## src/rtl/alu_rs_if.sv

```systemverilog
// Signals between the ALU reservation station and its neighbours: dispatch, result broadcasts, ALU issue.
// The RS side uses the slave modport and the dispatch/broadcast/ALU side uses master.
interface alu_rs_if #(
    parameter int ROB_ID_WIDTH = 3,
    parameter int OP_WIDTH     = 7,
    parameter int VAL_WIDTH    = 32,
    parameter int ADDR_WIDTH   = 32
);
    localparam int TAG_WIDTH = ROB_ID_WIDTH + 1;

    logic                  iss_valid;
    logic [OP_WIDTH-1:0]   iss_type;
    logic [VAL_WIDTH-1:0]  iss_vj;
    logic [VAL_WIDTH-1:0]  iss_vk;
    logic                  iss_qj_busy;
    logic                  iss_qk_busy;
    logic [TAG_WIDTH-1:0]  iss_qj;
    logic [TAG_WIDTH-1:0]  iss_qk;
    logic [TAG_WIDTH-1:0]  iss_entry;
    logic [ADDR_WIDTH-1:0] iss_pc;

    logic                  alu_ready;
    logic [TAG_WIDTH-1:0]  alu_entry;
    logic [VAL_WIDTH-1:0]  alu_val;
    logic                  lsb_ready;
    logic [TAG_WIDTH-1:0]  lsb_entry;
    logic [VAL_WIDTH-1:0]  lsb_val;

    logic                  rs_full;
    logic                  execute;
    logic [OP_WIDTH-1:0]   ex_type;
    logic [VAL_WIDTH-1:0]  ex_val1;
    logic [VAL_WIDTH-1:0]  ex_val2;
    logic [TAG_WIDTH-1:0]  ex_entry;
    logic [ADDR_WIDTH-1:0] ex_pc;

    modport master (
        output iss_valid, iss_type, iss_vj, iss_vk, iss_qj_busy, iss_qk_busy,
               iss_qj, iss_qk, iss_entry, iss_pc,
               alu_ready, alu_entry, alu_val, lsb_ready, lsb_entry, lsb_val,
        input  rs_full, execute, ex_type, ex_val1, ex_val2, ex_entry, ex_pc
    );

    modport slave (
        input  iss_valid, iss_type, iss_vj, iss_vk, iss_qj_busy, iss_qk_busy,
               iss_qj, iss_qk, iss_entry, iss_pc,
               alu_ready, alu_entry, alu_val, lsb_ready, lsb_entry, lsb_val,
        output rs_full, execute, ex_type, ex_val1, ex_val2, ex_entry, ex_pc
    );
endinterface

```

## src/rtl/alu_rs.sv

```systemverilog
// Integer ALU reservation station: holds dispatched ops until both operands arrive, issues one per cycle.
// Define RS_AGE_SELECT_EN to select the oldest ready entry via an age matrix instead of the lowest index.
module alu_rs #(
    parameter int RS_SIZE      = 8,
    parameter int ROB_ID_WIDTH = 3,
    parameter int OP_WIDTH     = 7,
    parameter int VAL_WIDTH    = 32,
    parameter int ADDR_WIDTH   = 32
) (
    input  logic     clk,
    input  logic     rst_in,
    input  logic     rdy_in,
    input  logic     flush,
    alu_rs_if.slave  bus
);
    localparam int RS_IDX_WIDTH = $clog2(RS_SIZE);
    localparam int TAG_WIDTH    = ROB_ID_WIDTH + 1;

    typedef struct packed {
        logic                 busy;
        logic [TAG_WIDTH-1:0] tag;
        logic [VAL_WIDTH-1:0] val;
    } opnd_t;

    typedef struct packed {
        logic [OP_WIDTH-1:0]   op;
        opnd_t                 j;
        opnd_t                 k;
        logic [TAG_WIDTH-1:0]  entry;
        logic [ADDR_WIDTH-1:0] pc;
    } slot_t;

    logic [RS_SIZE-1:0]      valid;
    slot_t                   slots [RS_SIZE];
    logic [RS_SIZE-1:0]      ready;
    logic                    free_found;
    logic [RS_IDX_WIDTH-1:0] free_idx;
    logic                    sel_found;
    logic [RS_IDX_WIDTH-1:0] sel_idx;
    logic                    rs_full;
    logic                    issue_fire;
    opnd_t                   iss_j;
    opnd_t                   iss_k;

    logic                    execute_q;
    logic [OP_WIDTH-1:0]     ex_type_q;
    logic [VAL_WIDTH-1:0]    ex_val1_q;
    logic [VAL_WIDTH-1:0]    ex_val2_q;
    logic [TAG_WIDTH-1:0]    ex_entry_q;
    logic [ADDR_WIDTH-1:0]   ex_pc_q;

    // ALU broadcast is checked first so it wins if both producers carry the same tag.
    function automatic opnd_t wake(input opnd_t o);
        opnd_t r;
        r = o;
        if (o.busy) begin
            if (bus.alu_ready && o.tag == bus.alu_entry) begin
                r.busy = 1'b0;
                r.val  = bus.alu_val;
            end else if (bus.lsb_ready && o.tag == bus.lsb_entry) begin
                r.busy = 1'b0;
                r.val  = bus.lsb_val;
            end
        end
        return r;
    endfunction

    assign rs_full    = &valid;
    assign issue_fire = bus.iss_valid && !rs_full;
    assign iss_j      = wake('{busy: bus.iss_qj_busy, tag: bus.iss_qj, val: bus.iss_vj});
    assign iss_k      = wake('{busy: bus.iss_qk_busy, tag: bus.iss_qk, val: bus.iss_vk});

    always_comb begin
        // NOTE: every always_comb output gets a default first, so no path can leave it unassigned and infer a latch.
        free_found = 1'b0;
        free_idx   = '0;
        for (int i = RS_SIZE - 1; i >= 0; i--) begin
            if (!valid[i]) begin
                free_found = 1'b1;
                free_idx   = RS_IDX_WIDTH'(i);
            end
        end
    end

    always_comb begin
        for (int i = 0; i < RS_SIZE; i++) begin
            ready[i] = valid[i] && !slots[i].j.busy && !slots[i].k.busy;
        end
    end

`ifdef RS_AGE_SELECT_EN
    // older[i][j] set means slot i entered the station before slot j.
    logic [RS_SIZE-1:0] older [RS_SIZE];

    always_comb begin
        sel_found = 1'b0;
        sel_idx   = '0;
        for (int i = 0; i < RS_SIZE; i++) begin
            if (ready[i] && (ready & ~older[i] & ~(RS_SIZE'(1) << i)) == '0) begin
                sel_found = 1'b1;
                sel_idx   = RS_IDX_WIDTH'(i);
            end
        end
    end

    always_ff @(posedge clk) begin
        if (rst_in || (rdy_in && flush)) begin
            for (int i = 0; i < RS_SIZE; i++) older[i] <= '0;
        end else if (rdy_in) begin
            if (sel_found) older[sel_idx] <= '0;
            if (issue_fire) begin
                for (int j = 0; j < RS_SIZE; j++) begin
                    older[j][free_idx] <= valid[j] && !(sel_found && sel_idx == RS_IDX_WIDTH'(j));
                end
                older[free_idx] <= '0;
            end
        end
    end
`else
    always_comb begin
        sel_found = 1'b0;
        sel_idx   = '0;
        for (int i = RS_SIZE - 1; i >= 0; i--) begin
            if (ready[i]) begin
                sel_found = 1'b1;
                sel_idx   = RS_IDX_WIDTH'(i);
            end
        end
    end
`endif

    // NOTE: state uses <= so the free-slot and select decisions all see pre-edge valid bits.
    always_ff @(posedge clk) begin
        if (rst_in || (rdy_in && flush)) begin
            valid      <= '0;
            execute_q  <= 1'b0;
            ex_type_q  <= '0;
            ex_val1_q  <= '0;
            ex_val2_q  <= '0;
            ex_entry_q <= '0;
            ex_pc_q    <= '0;
        end else if (rdy_in) begin
            execute_q <= sel_found;
            if (sel_found) begin
                valid[sel_idx] <= 1'b0;
                ex_type_q      <= slots[sel_idx].op;
                ex_val1_q      <= slots[sel_idx].j.val;
                ex_val2_q      <= slots[sel_idx].k.val;
                ex_entry_q     <= slots[sel_idx].entry;
                ex_pc_q        <= slots[sel_idx].pc;
            end
            if (issue_fire) valid[free_idx] <= 1'b1;
        end
    end

    // NOTE: the payload array is not reset; a slot's contents only matter while its valid bit is set.
    always_ff @(posedge clk) begin
        if (!rst_in && rdy_in && !flush) begin
            for (int i = 0; i < RS_SIZE; i++) begin
                slots[i].j <= wake(slots[i].j);
                slots[i].k <= wake(slots[i].k);
            end
            if (issue_fire) begin
                slots[free_idx] <= '{op: bus.iss_type, j: iss_j, k: iss_k,
                                     entry: bus.iss_entry, pc: bus.iss_pc};
            end
        end
    end

    // ROB tags are unique, so two producers never legally broadcast the same tag together.
    tag_collision: assert property (@(posedge clk) disable iff (rst_in)
        !(rdy_in && bus.alu_ready && bus.lsb_ready && bus.alu_entry == bus.lsb_entry));

    assign bus.rs_full  = rs_full;
    assign bus.execute  = execute_q;
    assign bus.ex_type  = ex_type_q;
    assign bus.ex_val1  = ex_val1_q;
    assign bus.ex_val2  = ex_val2_q;
    assign bus.ex_entry = ex_entry_q;
    assign bus.ex_pc    = ex_pc_q;
endmodule
```

## src/flat_wrapper.sv

```systemverilog
// flat-port wrapper written by rule: the top's interface ports become plain ports
module alu_rs_flat 
#(
    parameter int RS_SIZE      = 8,
    parameter int ROB_ID_WIDTH = 3,
    parameter int OP_WIDTH     = 7,
    parameter int VAL_WIDTH    = 32,
    parameter int ADDR_WIDTH   = 32
)
  (clk, rst_in, rdy_in, flush, bus_iss_valid, bus_iss_type, bus_iss_vj, bus_iss_vk, bus_iss_qj_busy, bus_iss_qk_busy, bus_iss_qj, bus_iss_qk, bus_iss_entry, bus_iss_pc, bus_alu_ready, bus_alu_entry, bus_alu_val, bus_lsb_ready, bus_lsb_entry, bus_lsb_val, bus_rs_full, bus_execute, bus_ex_type, bus_ex_val1, bus_ex_val2, bus_ex_entry, bus_ex_pc);
  alu_rs_if #(.ROB_ID_WIDTH(ROB_ID_WIDTH), .OP_WIDTH(OP_WIDTH), .VAL_WIDTH(VAL_WIDTH), .ADDR_WIDTH(ADDR_WIDTH)) bus_i ();
  input  logic clk;
  input  logic rst_in;
  input  logic rdy_in;
  input  logic flush;
  input wire logic [$bits(bus_i.iss_valid)-1:0] bus_iss_valid;
  input wire logic [$bits(bus_i.iss_type)-1:0] bus_iss_type;
  input wire logic [$bits(bus_i.iss_vj)-1:0] bus_iss_vj;
  input wire logic [$bits(bus_i.iss_vk)-1:0] bus_iss_vk;
  input wire logic [$bits(bus_i.iss_qj_busy)-1:0] bus_iss_qj_busy;
  input wire logic [$bits(bus_i.iss_qk_busy)-1:0] bus_iss_qk_busy;
  input wire logic [$bits(bus_i.iss_qj)-1:0] bus_iss_qj;
  input wire logic [$bits(bus_i.iss_qk)-1:0] bus_iss_qk;
  input wire logic [$bits(bus_i.iss_entry)-1:0] bus_iss_entry;
  input wire logic [$bits(bus_i.iss_pc)-1:0] bus_iss_pc;
  input wire logic [$bits(bus_i.alu_ready)-1:0] bus_alu_ready;
  input wire logic [$bits(bus_i.alu_entry)-1:0] bus_alu_entry;
  input wire logic [$bits(bus_i.alu_val)-1:0] bus_alu_val;
  input wire logic [$bits(bus_i.lsb_ready)-1:0] bus_lsb_ready;
  input wire logic [$bits(bus_i.lsb_entry)-1:0] bus_lsb_entry;
  input wire logic [$bits(bus_i.lsb_val)-1:0] bus_lsb_val;
  output wire logic [$bits(bus_i.rs_full)-1:0] bus_rs_full;
  output wire logic [$bits(bus_i.execute)-1:0] bus_execute;
  output wire logic [$bits(bus_i.ex_type)-1:0] bus_ex_type;
  output wire logic [$bits(bus_i.ex_val1)-1:0] bus_ex_val1;
  output wire logic [$bits(bus_i.ex_val2)-1:0] bus_ex_val2;
  output wire logic [$bits(bus_i.ex_entry)-1:0] bus_ex_entry;
  output wire logic [$bits(bus_i.ex_pc)-1:0] bus_ex_pc;
  assign bus_i.iss_valid = bus_iss_valid;
  assign bus_i.iss_type = bus_iss_type;
  assign bus_i.iss_vj = bus_iss_vj;
  assign bus_i.iss_vk = bus_iss_vk;
  assign bus_i.iss_qj_busy = bus_iss_qj_busy;
  assign bus_i.iss_qk_busy = bus_iss_qk_busy;
  assign bus_i.iss_qj = bus_iss_qj;
  assign bus_i.iss_qk = bus_iss_qk;
  assign bus_i.iss_entry = bus_iss_entry;
  assign bus_i.iss_pc = bus_iss_pc;
  assign bus_i.alu_ready = bus_alu_ready;
  assign bus_i.alu_entry = bus_alu_entry;
  assign bus_i.alu_val = bus_alu_val;
  assign bus_i.lsb_ready = bus_lsb_ready;
  assign bus_i.lsb_entry = bus_lsb_entry;
  assign bus_i.lsb_val = bus_lsb_val;
  assign bus_rs_full = bus_i.rs_full;
  assign bus_execute = bus_i.execute;
  assign bus_ex_type = bus_i.ex_type;
  assign bus_ex_val1 = bus_i.ex_val1;
  assign bus_ex_val2 = bus_i.ex_val2;
  assign bus_ex_entry = bus_i.ex_entry;
  assign bus_ex_pc = bus_i.ex_pc;
  alu_rs #(.RS_SIZE(RS_SIZE), .ROB_ID_WIDTH(ROB_ID_WIDTH), .OP_WIDTH(OP_WIDTH), .VAL_WIDTH(VAL_WIDTH), .ADDR_WIDTH(ADDR_WIDTH)) u_core (.clk(clk), .rst_in(rst_in), .rdy_in(rdy_in), .flush(flush), .bus(bus_i));
endmodule
```

## config.mk

```make
export PLATFORM = sky130hd
export DESIGN_NAME = alu_rs_flat
export DESIGN_NICKNAME = d
export VERILOG_FILES = /design/src/rtl/alu_rs_if.sv /design/src/rtl/alu_rs.sv /design/src/flat_wrapper.sv
export SDC_FILE = /design/constraint.sdc
export NUM_CORES = 2
export LEC_CHECK = 0
export CAP_MARGIN = 0
export CORE_MARGIN = 5
export CORE_UTILIZATION = 25
export DETAILED_ROUTE_END_ITERATION = 12
export GPL_TIMING_DRIVEN = 0
export PLACE_DENSITY = 0.49
export SYNTH_ARGS = -nofsm -noshare
export SYNTH_HDL_FRONTEND = slang
export SYNTH_SLANG_ARGS = --single-unit
```

## constraint.sdc

```tcl
create_clock -name clk -period 13.48 [get_ports clk]
set_input_delay 2.022 -clock clk [delete_from_list [all_inputs] [get_ports clk]]
set_output_delay 2.022 -clock clk [all_outputs]
set_load 0.02 [all_outputs]
```

== Word-level counts from Yosys, hierarchy flattened ==
Memory sizes are Yosys's and may differ from the RTL's. A register that Yosys moved wholly into a read port is not among the register bits.
Index checks and enable logic that the tools add are counted.

* Memories kept: 1
* Register bits: 9
* Memory bits (writable): 936
* Output and inout bits: 109

* Reduce and logical (&&, ||, !) cells: 80
* Mux-type cells: 177
* Bitwise gates (word level): 3
* Eq/ne operators: 36
* Order comparisons: 4

{| class="wikitable"
|+ Memories
! name !! depth !! bits a word !! read ports !! clocked after memory_dff !! wr ports !! line !! RTL
|-
| u_core.slots || 8 || 117 || 9 || 1 || 9 || alu_rs.sv:34 || <nowiki>slot_t slots [RS_SIZE];</nowiki>
|}

{| class="wikitable"
|+ Operator list
! operator !! number
|-
| $mux W32 || 70
|-
| $eq A4 B4 Y1 || 36
|-
| $mux W1 || 85
|-
| $logic_and A1 B1 Y1 || 58
|-
| $mux W3 || 16
|-
| $mux W8 || 4
|-
| $logic_not A1 Y1 || 19
|-
| $and A8 B8 Y8 || 1
|-
| $lt A3 B4 Y1 const B || 2
|-
| $not A8 Y8 || 1
|-
| $or A8 B8 Y8 || 1
|-
| $reduce_and A8 Y1 || 1
|-
| $demux W1 S3 || 2
|-
| $ge A3 B1 Y1 const B || 2
|-
| $reduce_and A2 Y1 || 1
|-
| $logic_or A1 B1 Y1 || 1
|}

== Logic depth before layout (Yosys ltp) ==
An unclocked memory read counts as a cell.

* Depth in word-level cells: 23
* Gate-level depth with buffers: 11

== Worst setup path before layout ==
OpenSTA, ideal clock, no wires.

* Kind: input port to flip-flop
* From: input port rdy_in
* To: memory u_core.slots[1][100] (netlist name) (enable)
* Stages: 9
* Arrival time: 5607 ps
* Setup slack: 7452 ps
* Required time: 13059 ps
* Cell sequence: clkbuf_1 a21oi_1 and3_1 clkbuf_1 nand2_1 clkbuf_1 inv_1 a21oi_1 nor2_1

{| class="wikitable"
|+ RTL lines
! item !! line !! RTL
|-
| start, declared || flat_wrapper.sv:14 || <nowiki>input logic rdy_in;</nowiki>
|-
| end, declared || alu_rs.sv:34 ||
|}

==> flow_metrics.py <==
metrics = {
    "clocking": {
        "clk_path_buf_depth": 3,
        "numCtsBuffers": 130,
        "path_clk_slew_ps": 60,
        "clock-sinks": 1052,
        "cts_max_level": 4,
        "clock_latency_ps": 810,
        "cts_tree": "yes",
        "ctsHoldBuffers": 0,
        "cts_resized": 0,
        "post_cts_buffers": 0,
        "root_buffer": "clkbuf_16",
    },
    "floorplanning": {
        "coreArea_sq_mm": 0.215,
        "dieWidth_um": 475,
        "rows": 170,
        "io_pins": 305,
        "start_util": 0.252,
        "die_area_sq_mm": 0.226,
        "dieHeight_um": 475,
    },
    "global_route": {
        "grt_use_met3": 0.0507,
        "grt-ovfl-total": 0,
        "track_usage": 0.217,
        "gr-max-usage-layer": "met2",
        "grt_start_max_net_pins": 53,
        "met2_usage": 0.334,
        "antenna_found_initial": 57,
        "grt_first_pass_wirelength_mm": 345,
        "grt_pass1_vias": 43200,
        "met1_usage": 0.283,
    },
    "sta": {
        "fmax_mhz": 154,
        "setup_viol": 0,
        "setup_tns_ps": 0,
        "fin_worst_skew_ps": 51.8,
        "rsz0062_at_grt": "no",
        "final_hold_viol_count": 0,
        "max_slew.worst_pin.slew_ps": 1660,
        "post-route-min-period_ps": 6480,
        "post-route-period-util": 0.481,
        "slew_viol_final": 7,
        "slew-limit-headroom": -0.111,
    },
    "cells_and_area": {
        "area_growth_pct": 21.1,
        "final_core_util": 0.305,
        "fillers": 22000,
        "final_nets": 5477,
        "final_cell_mix": "edfxtp_1 (936), nand2_1 (561), a21oi_1 (419), clkbuf_1 (386), mux2i_1 (330)",
        "drive_gt1_frac": 0.106,
        "mostFrequentLayoutCell": "edfxtp_1",
    },
    "detailed_routing": {
        "wl_per_cell_um": 30.8,
        "vias": 44500,
        "viasPerCell": 5.38,
        "ant_nets": 0,
        "post-route-drc-count": 0,
        "drt-initial-drc-count": 5472,
        "wirelength_mm": 254,
        "dr.pass1.iters": 6,
    },
    "critical_path": {
        "start_kind": "input port",
        "r2r_end": "u_core.slots[6][51]",
        "cp_max_fo": 19,
        "arrival_ps": 6930,
        "path_class": "input port to register",
        "r2r_slack_ps": 8530,
        "reg2regPathDepth": 9,
        "r2r-start": "u_core.valid[6]",
        "worstPathRequired_ps": 13930,
        "worst_setup_path_end_kind": "register",
    },
    "synthesis": {
        "synthesis.nets": 5054,
        "ys_async_sr_fraction": 0,
        "postSynthAreaPerCell_sq_um": 11.1,
        "synthesis.area_sq_mm": 0.0541,
        "synth_edf_count": 936,
        "synth-seq-cells": 1052,
        "syn_inst": 4858,
        "synth_top_flop_cell": "edfxtp_1",
        "ys_seq_area_frac": 0.563,
        "ys_types": 54,
        "yosysWarnings": 0,
    },
    "worst_hold_path": {
        "worstHoldPathType": "register to register",
        "worstHoldPathCells": 2,
        "whs_endpoint": "u_core.bus.ex_pc[23]",
        "hold_start": "u_core.bus.ex_pc[23]",
    },
    "outcome": {
        "violations": "max-capacitance violations, max-slew violations",
        "status": "complete, but fails checks",
    },
    "placed_design": {
        "hpwl_mm": 186,
        "io_buffers": 260,
        "routabilityCongestion": 0.933,
    },
    "power": {
        "p_total_w": 0.00772,
        "power.density_mw_per_mm2": 118,
        "p_leak_nw": 22.4,
        "ir_worst_vdd_uv": 137,
    },
    "flow_run": {
        "max-cap-violations": 1,
    },
}
state kept, by name, indices dropped and copies added, names as in the netlist:
signal	count
u_core.slots	936
u_core.bus.ex_val1	32
u_core.bus.ex_entry	4
u_core.bus.ex_type	7
u_core.bus.ex_val2	32
u_core.bus.ex_pc	32
u_core.valid	8
u_core.bus.execute	1
routing by layer:
layer,share of wire,wire [um]
met4,0.056,14200
met1,0.41,104000
met5,0.00036,92
met3,0.090,22700
met2,0.44,113000
per-stage QoR:
| stage | setup WS [ps] | cells | instance area [sq um] | hold slack (ps) |
|---|---|---|---|---|
| after global placement | 2370 | 7956 | 60200 | 440 |
| after CTS | 7090 | 8229 | 65400 | 450 |
| after detailed placement | 6280 | 7987 | 61100 | 443 |
| after global routing | 6930 | 8241 | 65400 | 471 |
| final | 7000 | 8258 | 65500 | 448 |
| after floorplan | 7450 | 4858 | 54100 | 475 |
how the worst max path moves through the flow:
stage,slack (ps),start,to
floorplan,7450,rdy_in,u_core.slots[1][100]
global placement,2370,flush,u_core.slots[0][46]
detailed placement,6280,flush,u_core.slots[2][44]
CTS,7090,flush,u_core.slots[2][87]
global route,6930,flush,u_core.slots[2][46]
finish,7000,flush,u_core.slots[2][87]
power by group:
group / switching, W / internal (W)
clock: 0.00154 / 0.00200
combinational: 0.000395 / 0.000198
sequential: 0.00000788 / 0.00357
total: 0.00195 / 0.00577
kinds of logic after synthesis:
logic type,Yosys count,share of synthesized area
AOI/OAI and AO/OA,1356,0.161
and+or+nand+nor,1246,0.112
DFF,1052,0.563
buffers and inverters,544,0.0404
muxes,522,0.101
xor gates and xnor gates,138,0.0224
cell type report:
class	instances	area [sq um]	area share
Buffer	527	2140	0.0327
Timing Repair Buffer	291	3240	0.0495
Inverter	17	71.3	0.00109
Antenna cell	29	72.6	0.00111
Multi-Input combinational cell	3262	21700	0.331
Clock inverter	68	758	0.0116
Sequential cell	1052	30400	0.465
Clock buffer	174	3550	0.0542
Tap cell	2838	3550	0.0542
critical path, stage by stage:
cell             delay, ps
clkdlybuf4s50_1        420
a21oi_1                350
nand2_1                650
inv_2                  410
nand2_1                 80
or4_1                  410
clkbuf_1               440
buf_2                  520
clkbuf_1               500
a21oi_4                770
buf_12                 280
Yosys cell counts (9+ instances only):
master | number | area share
xor2_1 | 104 | 0.017
nor3_1 | 121 | 0.011
nor2_1 | 15 | 0.0010
or4_1 | 65 | 0.0090
nand2b_1 | 9 | 0.0010
nor4_1 | 14 | 0.0016
nand2_1 | 561 | 0.039
inv_1 | 15 | 0.0010
buf_1 | 63 | 0.0044
a31oi_1 | 10 | 0.0012
o21ai_0 | 191 | 0.018
clkbuf_1 | 361 | 0.025
mux2i_1 | 330 | 0.061
nand3_1 | 230 | 0.021
o21ai_1 | 118 | 0.011
a21oi_1 | 426 | 0.039
edfxtp_1 | 936 | 0.52
o2bb2ai_1 | 64 | 0.010
xnor2_1 | 34 | 0.0055
dfxtp_1 | 116 | 0.043
nor2b_1 | 202 | 0.023
a211oi_1 | 193 | 0.027
a22o_1 | 212 | 0.034
mux2_2 | 192 | 0.040
o31ai_1 | 107 | 0.015
buf_2 | 97 | 0.0090
Note: power is estimated with default switching activity, not from simulation.
